<file path="src/rtl/gpio_pkg.sv">
// rtl/gpio_pkg.sv - GPIO register map and APB sequencer enums
package gpio_pkg;

    localparam logic [7:0] GPIO_MODE      = 8'h00;
    localparam logic [7:0] GPIO_DIRECTION = 8'h04;
    localparam logic [7:0] GPIO_OUTPUT    = 8'h08;
    localparam logic [7:0] GPIO_INPUT     = 8'h0C;
    localparam logic [7:0] GPIO_TR_TYPE   = 8'h10;
    localparam logic [7:0] GPIO_TR_LVL0   = 8'h14;
    localparam logic [7:0] GPIO_TR_LVL1   = 8'h18;
    localparam logic [7:0] GPIO_TR_STAT   = 8'h1C;
    localparam logic [7:0] GPIO_IRQ_ENA   = 8'h20;

    typedef enum logic [1:0] {
        ST_IDLE,
        ST_SETUP,
        ST_ACCESS
    } apb_state_t;

    typedef enum logic [1:0] {
        SRC_HOST,
        SRC_IRQ_RD,
        SRC_IRQ_CLR
    } xfer_src_t;

endpackage

</file>
<file path="src/rtl/apb_gpio_ctrl.sv">
// rtl/apb_gpio_ctrl.sv - APB master arbitrating host commands and GPIO interrupt service
module apb_gpio_ctrl
    import gpio_pkg::*;
#(
    parameter int PADDR_SIZE  = 32,
    parameter int PDATA_SIZE  = 32,
    parameter int IRQ_HOLDOFF = 2
) (
    input  logic                    PCLK,
    input  logic                    PRESETn,

    input  logic                    cmd_valid,
    output logic                    cmd_ready,
    input  logic                    cmd_write,
    input  logic [PADDR_SIZE-1:0]   cmd_addr,
    input  logic [PDATA_SIZE-1:0]   cmd_wdata,
    input  logic [PDATA_SIZE/8-1:0] cmd_strb,

    output logic                    rsp_valid,
    output logic [PDATA_SIZE-1:0]   rsp_rdata,
    output logic                    rsp_err,

    input  logic                    irq_i,
    output logic                    evt_valid,
    input  logic                    evt_ready,
    output logic [PDATA_SIZE-1:0]   evt_status,

    output logic                    PSEL,
    output logic                    PENABLE,
    output logic                    PWRITE,
    output logic [PADDR_SIZE-1:0]   PADDR,
    output logic [PDATA_SIZE-1:0]   PWDATA,
    output logic [PDATA_SIZE/8-1:0] PSTRB,
    input  logic [PDATA_SIZE-1:0]   PRDATA,
    input  logic                    PREADY,
    input  logic                    PSLVERR
);

    localparam int STRB_W = PDATA_SIZE / 8;
    localparam int HO_W   = $clog2(IRQ_HOLDOFF + 1);
    localparam logic [HO_W-1:0]       HO_LOAD      = HO_W'(IRQ_HOLDOFF);
    localparam logic [PADDR_SIZE-1:0] TR_STAT_ADDR = PADDR_SIZE'(GPIO_TR_STAT);

    apb_state_t              state, state_nxt;
    xfer_src_t               src, src_nxt;
    logic                    psel_nxt, penable_nxt, pwrite_nxt;
    logic [PADDR_SIZE-1:0]   paddr_nxt;
    logic [PDATA_SIZE-1:0]   pwdata_nxt;
    logic [STRB_W-1:0]       pstrb_nxt;

    logic [HO_W-1:0]         holdoff;
    logic                    clr_pending;
    logic [PDATA_SIZE-1:0]   stat_lat;
    logic                    irq_elig;
    logic                    xfer_done;

    assign irq_elig  = irq_i && (holdoff == '0) && !evt_valid;
    assign xfer_done = (state == ST_ACCESS) && PREADY;
    // A pending clear write must follow its status read before the host gets the bus.
    assign cmd_ready = PRESETn && (state == ST_IDLE) && !clr_pending && !irq_elig;

    always_comb begin
        state_nxt   = state;
        src_nxt     = src;
        psel_nxt    = PSEL;
        penable_nxt = PENABLE;
        pwrite_nxt  = PWRITE;
        paddr_nxt   = PADDR;
        pwdata_nxt  = PWDATA;
        pstrb_nxt   = PSTRB;
        case (state)
            ST_IDLE: begin
                if (clr_pending) begin
                    state_nxt  = ST_SETUP;
                    src_nxt    = SRC_IRQ_CLR;
                    psel_nxt   = 1'b1;
                    pwrite_nxt = 1'b1;
                    paddr_nxt  = TR_STAT_ADDR;
                    pwdata_nxt = stat_lat;
                    pstrb_nxt  = '1;
                end else if (irq_elig) begin
                    state_nxt  = ST_SETUP;
                    src_nxt    = SRC_IRQ_RD;
                    psel_nxt   = 1'b1;
                    pwrite_nxt = 1'b0;
                    paddr_nxt  = TR_STAT_ADDR;
                    pwdata_nxt = '0;
                    pstrb_nxt  = '0;
                end else if (cmd_valid) begin
                    state_nxt  = ST_SETUP;
                    src_nxt    = SRC_HOST;
                    psel_nxt   = 1'b1;
                    pwrite_nxt = cmd_write;
                    paddr_nxt  = cmd_addr;
                    pwdata_nxt = cmd_write ? cmd_wdata : '0;
                    pstrb_nxt  = cmd_write ? cmd_strb : '0;
                end
            end
            ST_SETUP: begin
                state_nxt   = ST_ACCESS;
                penable_nxt = 1'b1;
            end
            ST_ACCESS: begin
                if (PREADY) begin
                    state_nxt   = ST_IDLE;
                    psel_nxt    = 1'b0;
                    penable_nxt = 1'b0;
                end
            end
            default: begin
                state_nxt   = ST_IDLE;
                psel_nxt    = 1'b0;
                penable_nxt = 1'b0;
            end
        endcase
    end

    always_ff @(posedge PCLK or negedge PRESETn) begin
        if (!PRESETn) begin
            state   <= ST_IDLE;
            src     <= SRC_HOST;
            PSEL    <= 1'b0;
            PENABLE <= 1'b0;
            PWRITE  <= 1'b0;
            PADDR   <= '0;
            PWDATA  <= '0;
            PSTRB   <= '0;
        end else begin
            state   <= state_nxt;
            src     <= src_nxt;
            PSEL    <= psel_nxt;
            PENABLE <= penable_nxt;
            PWRITE  <= pwrite_nxt;
            PADDR   <= paddr_nxt;
            PWDATA  <= pwdata_nxt;
            PSTRB   <= pstrb_nxt;
        end
    end

    always_ff @(posedge PCLK or negedge PRESETn) begin
        if (!PRESETn) begin
            rsp_valid   <= 1'b0;
            rsp_rdata   <= '0;
            rsp_err     <= 1'b0;
            evt_valid   <= 1'b0;
            evt_status  <= '0;
            holdoff     <= '0;
            clr_pending <= 1'b0;
            stat_lat    <= '0;
        end else begin
            rsp_valid <= 1'b0;
            if (holdoff != '0)
                holdoff <= holdoff - HO_W'(1);
            if (evt_valid && evt_ready)
                evt_valid <= 1'b0;
            if ((state == ST_IDLE) && clr_pending)
                clr_pending <= 1'b0;
            if (xfer_done) begin
                case (src)
                    SRC_HOST: begin
                        rsp_valid <= 1'b1;
                        rsp_rdata <= PWRITE ? '0 : PRDATA;
                        rsp_err   <= PSLVERR;
                    end
                    SRC_IRQ_RD: begin
                        if ((PRDATA != '0) && !PSLVERR) begin
                            stat_lat    <= PRDATA;
                            clr_pending <= 1'b1;
                        end else begin
                            holdoff <= HO_LOAD;
                        end
                    end
                    default: begin
                        // Holdoff masks the stale irq_i while the peripheral's registered irq_o falls.
                        holdoff <= HO_LOAD;
                        if (!PSLVERR) begin
                            evt_valid  <= 1'b1;
                            evt_status <= stat_lat;
                        end
                    end
                endcase
            end
        end
    end

endmodule

</file>
<file path="config.mk">
export PLATFORM = sky130hd
export DESIGN_NAME = apb_gpio_ctrl
export DESIGN_NICKNAME = d
export VERILOG_FILES = /design/src/rtl/gpio_pkg.sv /design/src/rtl/apb_gpio_ctrl.sv
export SDC_FILE = /design/constraint.sdc
export NUM_CORES = 1
export LEC_CHECK = 0
export BUFFER_PORTS_ARGS = -buffer_cell sky130_fd_sc_hd__buf_2
export CORE_MARGIN = 3
export CORE_UTILIZATION = 54
export CTS_CLUSTER_SIZE = 24
export DETAILED_ROUTE_END_ITERATION = 16
export PLACE_DENSITY = 0.95
export SETUP_SLACK_MARGIN = 0.3
export SYNTH_ARGS = -nofsm -noshare
export SYNTH_HDL_FRONTEND = slang
export SYNTH_SLANG_ARGS = --single-unit
</file>
<file path="constraint.sdc">
create_clock -name PCLK -period 4.09 [get_ports PCLK]
set_input_delay 0.818 -clock PCLK [delete_from_list [all_inputs] [get_ports PCLK]]
set_output_delay 0.818 -clock PCLK [all_outputs]
set_load 0.005 [all_outputs]
</file>
==> results.py, run 1 <==
metrics = {
    "run_status": {
        "status": "finished clean",
    },
    "clock_tree": {
        "tritoncts": "yes",
        "ctsHtreeMaxLevel": 4,
        "cts_hold_buffers": 0,
        "clockBufferDepth": 2,
        "ctsRootBufferMaster": "clkbuf_16",
        "postCtsSetupRepairBufs": 0,
        "cts_buffers": 17,
        "cts_resized": 0,
        "clkTransAtPathRegs_ps": 60,
        "cts.sinks": 177,
        "clk_latency_ps": 420,
    },
    "worst_setup_path": {
        "crit_family": "simple AND/OR/NAND/NOR gates",
        "critPathMaxFanout": 30,
        "worst_ep_required_time_ps": 3270,
        "path_cells": "nor4b_4 > nor2_2 > buf_4 > and3_1 > buf_2",
        "worst-path-stages": 5,
        "critPathMaxStageDelay_ps": 480,
        "rr_worst_depth": 5,
        "crit_buf_inv": 2,
        "cp-end-kind": "output pin",
        "cp.arrival_ps": 1980,
        "start_kind": "register",
        "r2r_setup_slack_ps": 1470,
        "slowest_stage": "nor4b_4",
        "worstSetupPathType": "register to output pin",
    },
    "sta": {
        "final-setup-viol-count": 0,
        "rsz0062_at_grt": "false",
        "clock.fmax_mhz": 358,
        "hold_violations": 0,
        "period_minus_slack_ps": 2790,
        "period_share_pct": 68.3,
        "drv_slew": 0,
        "relSlewSlack_pct": 31.9,
        "worst_slack_ps": 1300,
        "tns_ps": 0,
        "fin_hold_ws_ps": 291,
        "worst_slew_pin_slew_ps": 1020,
        "fin_skew_ps": 5.97,
    },
    "grt": {
        "grt_overflow_total": 0,
        "grt_use_total_pct": 26.8,
        "grt_first_pass_wirelength_um": 30600,
        "grt_pass1_vias": 5707,
        "grt_max_degree": 109,
        "antenna_found_initial": 0,
    },
    "floorplan": {
        "dieArea_sq_um": 14700,
        "die_h_um": 121,
        "start_util_pct": 56.0,
        "placementRows": 41,
        "die_w_um": 121,
        "core_area_sq_um": 12800,
        "io_pins": 247,
    },
    "min_path": {
        "hold_class": "input port to asynchronous set/reset pin",
    },
    "synth": {
        "ys_types": 32,
        "seq_area_frac_synth_pct": 61.9,
        "ys_ff_latch": 177,
        "ys.warnings.count": 0,
        "synth_cells": 606,
        "avgSynthCellArea_sq_um": 11.8,
        "netlist_area_sq_um": 7160,
        "syn_nets": 714,
    },
    "power": {
        "p_clk_share_pct": 25.0,
        "switching_share_pct": 32.9,
        "p_comb_share_pct": 30.3,
        "switching_power_mw": 2.17,
        "p_leak_nw": 5.02,
        "power_density_nw_per_um2": 723,
        "ir_drop_v": 0.000391,
        "intPower_mw": 4.43,
        "p_seq_share_pct": 44.7,
        "power_mw": 6.60,
    },
    "routing": {
        "avgRoutedWirePerCell_um": 18.9,
        "vias_per_cell": 5.55,
        "vias": 5682,
        "drtAntennaViolNets": 0,
        "drt-pass1-iter-count": 5,
        "wirelength_um": 19300,
        "drcViolationCount": 0,
        "drt-initial-drc-count": 247,
    },
    "final_layout": {
        "layout.nets": 947,
        "finalCoreUtilization_pct": 71.5,
        "drive_gt1_share_pct": 42.3,
        "diodes": 0,
        "fillers": 857,
        "finish.instance_area_sq_um": 9130,
        "area_growth_pct": 27.6,
        "fin_cells": 1024,
    },
    "placement": {
        "post-place-ws_ps": 1280,
        "io_buffer_count": 246,
        "gp_congestion": 0.795,
        "dp_cells": 992,
        "place_hpwl_um": 13400,
        "dpl-instance-area_sq_um": 8530,
    },
    "flow_run": {
        "cap_violations": 0,
    },
}
[kinds of logic after synthesis]
kind of cell / count (synthesis) / share of synthesized area [%]
mux: 65 / 10.2
buf+inv: 46 / 3.08
compound gates: 86 / 8.56
flops: 177 / 61.9
simple gates: 232 / 16.3
[power groups by stage]
stage	Sequential [mW]	Clock (mW)	Combinational, mW
after floorplan	2.89	0	1.07
after global placement	2.92	0	1.91
after detailed placement	2.95	0	2.01
after CTS	2.95	1.68	2.03
after global routing	3.04	1.76	2.23
final	2.95	1.65	2.00
[synth_stat cells, drive strengths merged]
library cell    n  share of area [%]
a21o            1               0.10
a21oi           6               0.42
a221o          32                4.5
a22o            1               0.12
and3           33                2.9
and4b           1               0.14
buf            17                1.6
clkbuf         26                1.4
dfrtp         177                 62
inv             3               0.16
mux2           64                 10
mux2i           1               0.14
nand2         137                7.2
nand2b          2               0.17
nand3b         33                3.5
nand4           2               0.17
nor2            9               0.47
nor2b           2               0.21
nor3b           1               0.17
nor4            8               0.70
nor4b           2               0.54
o21a            2               0.21
o21ai          43                3.1
o31ai           1               0.17
or2             1              0.087
or3             1              0.087
[per-layer routing]
metal  routed length (um)  GRT usage (%)
met5                    0              0
met1                 7700           33.4
met3                 1370           6.34
met4                  449           9.80
met2                 9790           45.8
[placed cells by master, fill, tap and decap left out, types with 10 or more instances in the layout]
cell type	netlist	layout
buf_2	11	245
dfrtp_1	177	177
nand2_1	137	137
mux2_2	64	64
o21ai_0	42	42
nand3b_1	33	33
and3_1	33	33
a221o_1	32	32
clkbuf_16	0	17
buf_4	3	10
[registers in the layout (all words and copies together), names as in the netlist]
| register | cells |
|---|---|
| stat_lat | 32 |
| rsp_err | 1 |
| holdoff | 2 |
| PENABLE | 1 |
| PSTRB | 4 |
| rsp_rdata | 32 |
| state | 2 |
| rsp_valid | 1 |
| PWDATA | 32 |
| evt_valid | 1 |
| src | 2 |
| PADDR | 32 |
| evt_status | 32 |
| PSEL | 1 |
| clr_pending | 1 |
| PWRITE | 1 |
[worst reg2reg max path: stages (launching register included)]
cell and delay, ps:
dfrtp_1 660, buf_4 360, o31ai_4 250, buf_4 780, inv_1 230, o21a_1 230
[path summary, 6_finish.rpt]
kind                               start             to
max in group asynchronous        PRESETn      PADDR[24]
hold / removal                   PRESETn      PWDATA[5]
setup reg to reg             clr_pending           PSEL
min in group PCLK          rsp_rdata[12]  rsp_rdata[12]
hold reg to reg            rsp_rdata[12]  rsp_rdata[12]
setup / recovery              holdoff[1]      cmd_ready
[layout make-up]
class                      instances  area [sq um]  share of cell area (%)
tap                              172           215                    2.36
sequential                       177          4430                    48.5
clock inverter                     9           130                    1.42
timing repair buffer             257          1330                    14.6
multi-input combinational        383          2540                    27.8
clock buffer                      23           478                    5.23
inverter                           3          11.3                   0.123
No activity file was read; power rests on OpenSTA's default activity.
==> run 2: changes to the inputs <==
- CORE_UTILIZATION: 54 -> 50
- PLACE_DENSITY: 0.95 -> 0.92
- clock period: 4.09 -> 2.7 ns (I/O delays scaled with it)
==> run 2 against run 1 <==
- die area rose by 7.6%
- total power is 56% higher
- non-clock buffer count grew 9
- flip-flop and latch count unchanged
- sequential share of layout area decreased by 0.76 points
- via count is 0.14% higher
- hold slack worse by 120 ps
- setup slack got worse by 880 ps
- global-route usage is 1.6 points lower
- utilization is 4.9 points lower
- critical path depth down 1
==> results.py, run 2 (synthesis results as in run 1) <==
metrics = {
    "worst_setup_path": {
        "r2r_setup_slack_ps": 690,
        "critPathMaxStageDelay_ps": 450,
        "cp-end-kind": "output pin",
        "worstSetupPathType": "register to output pin",
        "cp.arrival_ps": 1740,
        "start_kind": "register",
        "slowest_stage": "dfrtp_1",
        "rr_worst_depth": 5,
        "r2r-start": "state[0]",
        "worst-path-stages": 4,
        "reg2reg_to": "rsp_rdata[29]",
        "path_cells": "nor2_2 > buf_4 > and3_1 > buf_2",
        "worst_ep_required_time_ps": 2160,
        "crit_family": "buffers and inverters",
        "critPathMaxFanout": 37,
        "crit_buf_inv": 2,
    },
    "grt": {
        "busiest_layer": "met2",
        "grt_overflow_total": 0,
        "grt_pass1_vias": 5932,
        "grt_max_degree": 121,
        "met2_usage_pct": 41.3,
        "antenna_found_initial": 0,
        "use_met3_pct": 6.45,
        "grt_first_pass_wirelength_um": 31400,
        "grt_use_met1_pct": 32.0,
        "grt_use_total_pct": 25.2,
    },
    "clock_tree": {
        "cts_hold_buffers": 0,
        "cts_buffers": 17,
        "ctsHtreeMaxLevel": 4,
        "cts.sinks": 177,
        "clockBufferDepth": 2,
        "tritoncts": "yes",
        "ctsRootBufferMaster": "clkbuf_16",
        "clkTransAtPathRegs_ps": 60,
        "postCtsSetupRepairBufs": 0,
        "cts_resized": 0,
        "clk_latency_ps": 420,
    },
    "final_layout": {
        "multiInputGateArea_sq_um": 2540,
        "layout_commonest_cell": "buf_2",
        "area_growth_pct": 29.6,
        "layout_common_cells": "buf_2 (245), dfrtp_1 (177), nand2_1 (137), mux2_2 (64), o21ai_0 (42)",
        "diodes": 0,
        "drive_gt1_share_pct": 43.1,
        "finish.instance_area_sq_um": 9280,
        "layout.nets": 956,
        "fillers": 1061,
        "regArea_sq_um": 4430,
    },
    "sta": {
        "period_share_pct": 84.4,
        "final-setup-viol-count": 0,
        "fin_skew_ps": 6.69,
        "relSlewSlack_pct": 53.3,
        "hold_violations": 0,
        "fin_hold_ws_ps": 175,
        "clock.fmax_mhz": 439,
        "drv_slew": 0,
        "rsz0062_at_grt": "false",
        "worst_slew_pin_slew_ps": 700,
        "tns_ps": 0,
        "period_minus_slack_ps": 2280,
    },
    "routing": {
        "drt-pass1-iter-count": 5,
        "drcViolationCount": 0,
        "vias_per_cell": 5.47,
        "drtAntennaViolNets": 0,
        "drt-initial-drc-count": 362,
        "vias": 5690,
        "wirelength_um": 19400,
        "avgRoutedWirePerCell_um": 18.7,
    },
    "min_path": {
        "hold_class": "input port to asynchronous set/reset pin",
    },
    "placement": {
        "gp_congestion": 0.832,
        "place_hpwl_um": 13400,
        "dpl-instance-area_sq_um": 8590,
        "io_buffer_count": 246,
    },
    "power": {
        "p_seq_share_pct": 42.9,
        "switching_share_pct": 32.1,
        "p_clk_share_pct": 26.4,
        "intPower_mw": 6.99,
        "p_leak_nw": 5.12,
        "power_density_nw_per_um2": 1110,
        "switching_power_mw": 3.30,
        "p_comb_share_pct": 30.8,
        "ir_drop_v": 0.000631,
    },
    "floorplan": {
        "dieArea_sq_um": 15800,
        "start_util_pct": 51.4,
        "die_w_um": 126,
        "placementRows": 43,
        "core_area_sq_um": 13900,
        "die_h_um": 126,
        "io_pins": 247,
    },
    "flow_run": {
        "cap_violations": 0,
    },
    "run_status": {
        "status": "finished clean",
    },
}
[run 2: cell types whose count changed in the layout (fill, tap and decap cells not counted)]
cell        previous run  this run
buf_4                 10        18
clkinvlp_4             4         0
bufinv_16              3         5
clkbuf_1               3         1
clkinv_2               2         4
buf_12                 1         2
clkbuf_8               3         4
clkinv_4               0         1
[run 2: through the flow]
step	utilization (%)	std cells	power (mW)	setup slack [ps]
after floorplan	-	606	6.00	807
after global placement	61.7	1006	7.44	199
after detailed placement	61.7	1006	7.61	169
after CTS	66.4	1038	10.4	374
after global routing	66.6	1041	11.0	339
final	66.6	1041	10.3	420
[run 2: power by group through the flow]
stage	Sequential [mW]	Clock, mW	Combinational [mW]
finish	4.42	2.71	3.17
global route	4.55	2.88	3.53
CTS	4.41	2.77	3.20
detailed placement	4.42	0	3.18
global placement	4.38	0	3.06
floorplan	4.37	0	1.62
[run 2: cell type report]
class,instances,share of cell area (%)
sequential,177,47.7
multi-input combinational,383,27.3
timing repair buffer,266,15.2
clock buffer,22,5.22
tap,180,2.43
clock inverter,10,1.93
inverter,3,0.121
[run 2: worst max path at each step]
stage                        end       start
floorplan           stat_lat[10]  PRDATA[16]
global placement     stat_lat[6]  PRDATA[16]
detailed placement   stat_lat[0]  PRDATA[16]
CTS                    cmd_ready  holdoff[1]
global route           cmd_ready    state[0]
finish                 cmd_ready    state[0]
[run 2: per-layer routing]
metal | vias up | wire length (um)
li1 | 2601 | -
met1 | 2799 | 7770
met2 | 246 | 9500
met3 | 44 | 1530
met4 | 0 | 607
met5 | - | 0
==> run 3: changes to the inputs <==
- clock period: 2.7 -> 2.2 ns (I/O delays scaled with it)
==> run 3 against run 2 <==
- combinational power up 33%
- hold slack worse by 80 ps
- non-clock buffer count up 10
- setup slack worse by 160 ps
- die area unchanged
- utilization up 0.44 points
- final area up 0.66%
==> results.py, run 3 (synthesis results as in run 1) <==
metrics = {
    "run_status": {
        "status": "finished clean",
    },
    "power": {
        "p_seq_share_pct": 43.7,
        "ir_drop_v": 0.000779,
        "p_clk_share_pct": 22.4,
        "switching_power_mw": 4.21,
        "power_mw": 12.4,
        "switching_share_pct": 33.9,
        "power_density_nw_per_um2": 1330,
        "p_leak_nw": 5.13,
        "intPower_mw": 8.22,
        "p_comb_share_pct": 33.9,
    },
    "routing": {
        "vias_per_cell": 5.51,
        "drcViolationCount": 0,
        "avgRoutedWirePerCell_um": 18.9,
        "wirelength_um": 19800,
        "drt-initial-drc-count": 423,
        "drt-pass1-iter-count": 4,
        "vias": 5786,
        "drtAntennaViolNets": 0,
    },
    "flow_run": {
        "cap_violations": 0,
    },
    "worst_setup_path": {
        "worst_ep_required_time_ps": 1760,
        "critPathMaxStageDelay_ps": 370,
        "start_kind": "register",
        "critPathMaxFanout": 6,
        "slowest_stage": "dfrtp_1",
        "worstSetupPathType": "register to output pin",
        "path_cells": "buf_4 > nor2_4 > buf_6 > and3_1 > buf_2",
        "crit_buf_inv": 3,
        "crit_family": "buffers and inverters",
        "cp.arrival_ps": 1500,
        "cp-end-kind": "output pin",
        "cp-startpoint": "state[0]",
        "r2r-start": "holdoff[0]",
    },
    "clock_tree": {
        "tritoncts": "yes",
        "cts.sinks": 177,
        "clk_latency_ps": 420,
        "cts_buffers": 17,
        "clkTransAtPathRegs_ps": 60,
        "ctsHtreeMaxLevel": 4,
        "clockBufferDepth": 2,
        "ctsRootBufferMaster": "clkbuf_16",
    },
    "placement": {
        "io_buffer_count": 246,
        "dp_cells": 1010,
        "place_hpwl_um": 13800,
        "gp_congestion": 0.880,
        "post-place-ws_ps": -50.8,
    },
    "final_layout": {
        "layout_commonest_cell": "buf_2",
        "layout_common_cells": "buf_2 (245), dfrtp_1 (177), nand2_1 (137), mux2_2 (64), o21ai_0 (42)",
        "area_growth_pct": 30.5,
        "fin_cells": 1051,
        "diodes": 0,
        "drive_gt1_share_pct": 43.7,
        "fillers": 1004,
        "layout.nets": 966,
    },
    "sta": {
        "final-setup-viol-count": 0,
        "tns_ps": 0,
        "hold_violations": 0,
        "period_minus_slack_ps": 1940,
        "relSlewSlack_pct": 54.8,
        "worst_slew_pin_slew_ps": 679,
        "clock.fmax_mhz": 517,
        "drv_slew": 0,
        "worst_slack_ps": 264,
        "period_share_pct": 88.0,
        "rsz0062_at_grt": "true",
        "fin_skew_ps": 7.62,
    },
    "floorplan": {
        "dieArea_sq_um": 15800,
        "core_area_sq_um": 13900,
        "placementRows": 43,
        "start_util_pct": 51.4,
        "die_w_um": 126,
        "io_pins": 247,
        "die_h_um": 126,
    },
    "grt": {
        "grt_pass1_vias": 5771,
        "antenna_found_initial": 0,
        "grt_use_total_pct": 25.1,
        "grt_use_met1_pct": 32.0,
        "grt_max_degree": 123,
        "use_met3_pct": 5.94,
        "met2_usage_pct": 41.9,
        "grt_first_pass_wirelength_um": 31200,
        "grt_overflow_total": 0,
        "busiest_layer": "met2",
    },
    "min_path": {
        "hold_class": "input port to asynchronous set/reset pin",
    },
}
## run 3: power by group through the flow
| stage | sequential, mW | combinational [mW] | clock (mW) |
|---|---|---|---|
| final | 5.43 | 4.21 | 2.78 |
| after CTS | 5.43 | 4.10 | 2.84 |
| after global routing | 5.59 | 4.66 | 2.98 |
| after floorplan | 5.36 | 1.99 | 0 |
| after global placement | 5.39 | 3.87 | 0 |
| after detailed placement | 5.44 | 4.04 | 0 |
## run 3: through the flow
step,instance area (sq um),hold slack [ps],util [%]
after CTS,9250,159,66.4
after global routing,9340,168,67.0
final,9340,95.4,67.0
after global placement,8660,445,62.2
after detailed placement,8660,450,62.2
after floorplan,7160,144,-
## run 3: worst register-to-register path: cells and delay by family (launching register included)
| family | cells | cell delay, ps |
|---|---|---|
| simple gates | 1 | 70 |
| buf+inv | 4 | 650 |
| compound gates | 2 | 650 |
| flops | 1 | 410 |
## run 3: final timing paths
| check | end | slack (ps) | depth (start not counted) |
|---|---|---|---|
| hold / removal | PADDR[17] | 100 | 2 |
| setup reg to reg | PSEL | 300 | 7 |
| max in group asynchronous | evt_status[27] | 1560 | 2 |
| setup / recovery | cmd_ready | 260 | 5 |
| min in group PCLK | PWDATA[16] | 250 | 2 |
| hold reg to reg | rsp_rdata[17] | 460 | 2 |
## run 3: what timing repair did
item                       in CTS  in global routing
setup buffers                   4                  3
setup endpoints to repair      65                130
pin swaps                       3                  4
resized for setup               3                  3
cloned                          0                  2
hold endpoints to repair        0                  0
hold buffers                    0                  0
## run 3: final cells by class
type                    instances  area (sq um)  share of cell area [%]
multi-input cells             383          2560                    27.4
clock buffers                  19           433                    4.63
inverters                       3          11.3                   0.121
well taps                     180           225                    2.41
clock inverters                13           113                    1.21
repair buffers                276          1570                    16.8
flip-flops and latches        177          4430                    47.4
## run 3: per-layer routing
layer / vias to the layer above / part of all wire [%]
met2: 275 / 51
met3: 42 / 7.8
li1: 2630 / -
met4: 0 / 2.5
met1: 2839 / 39
met5: - / 0
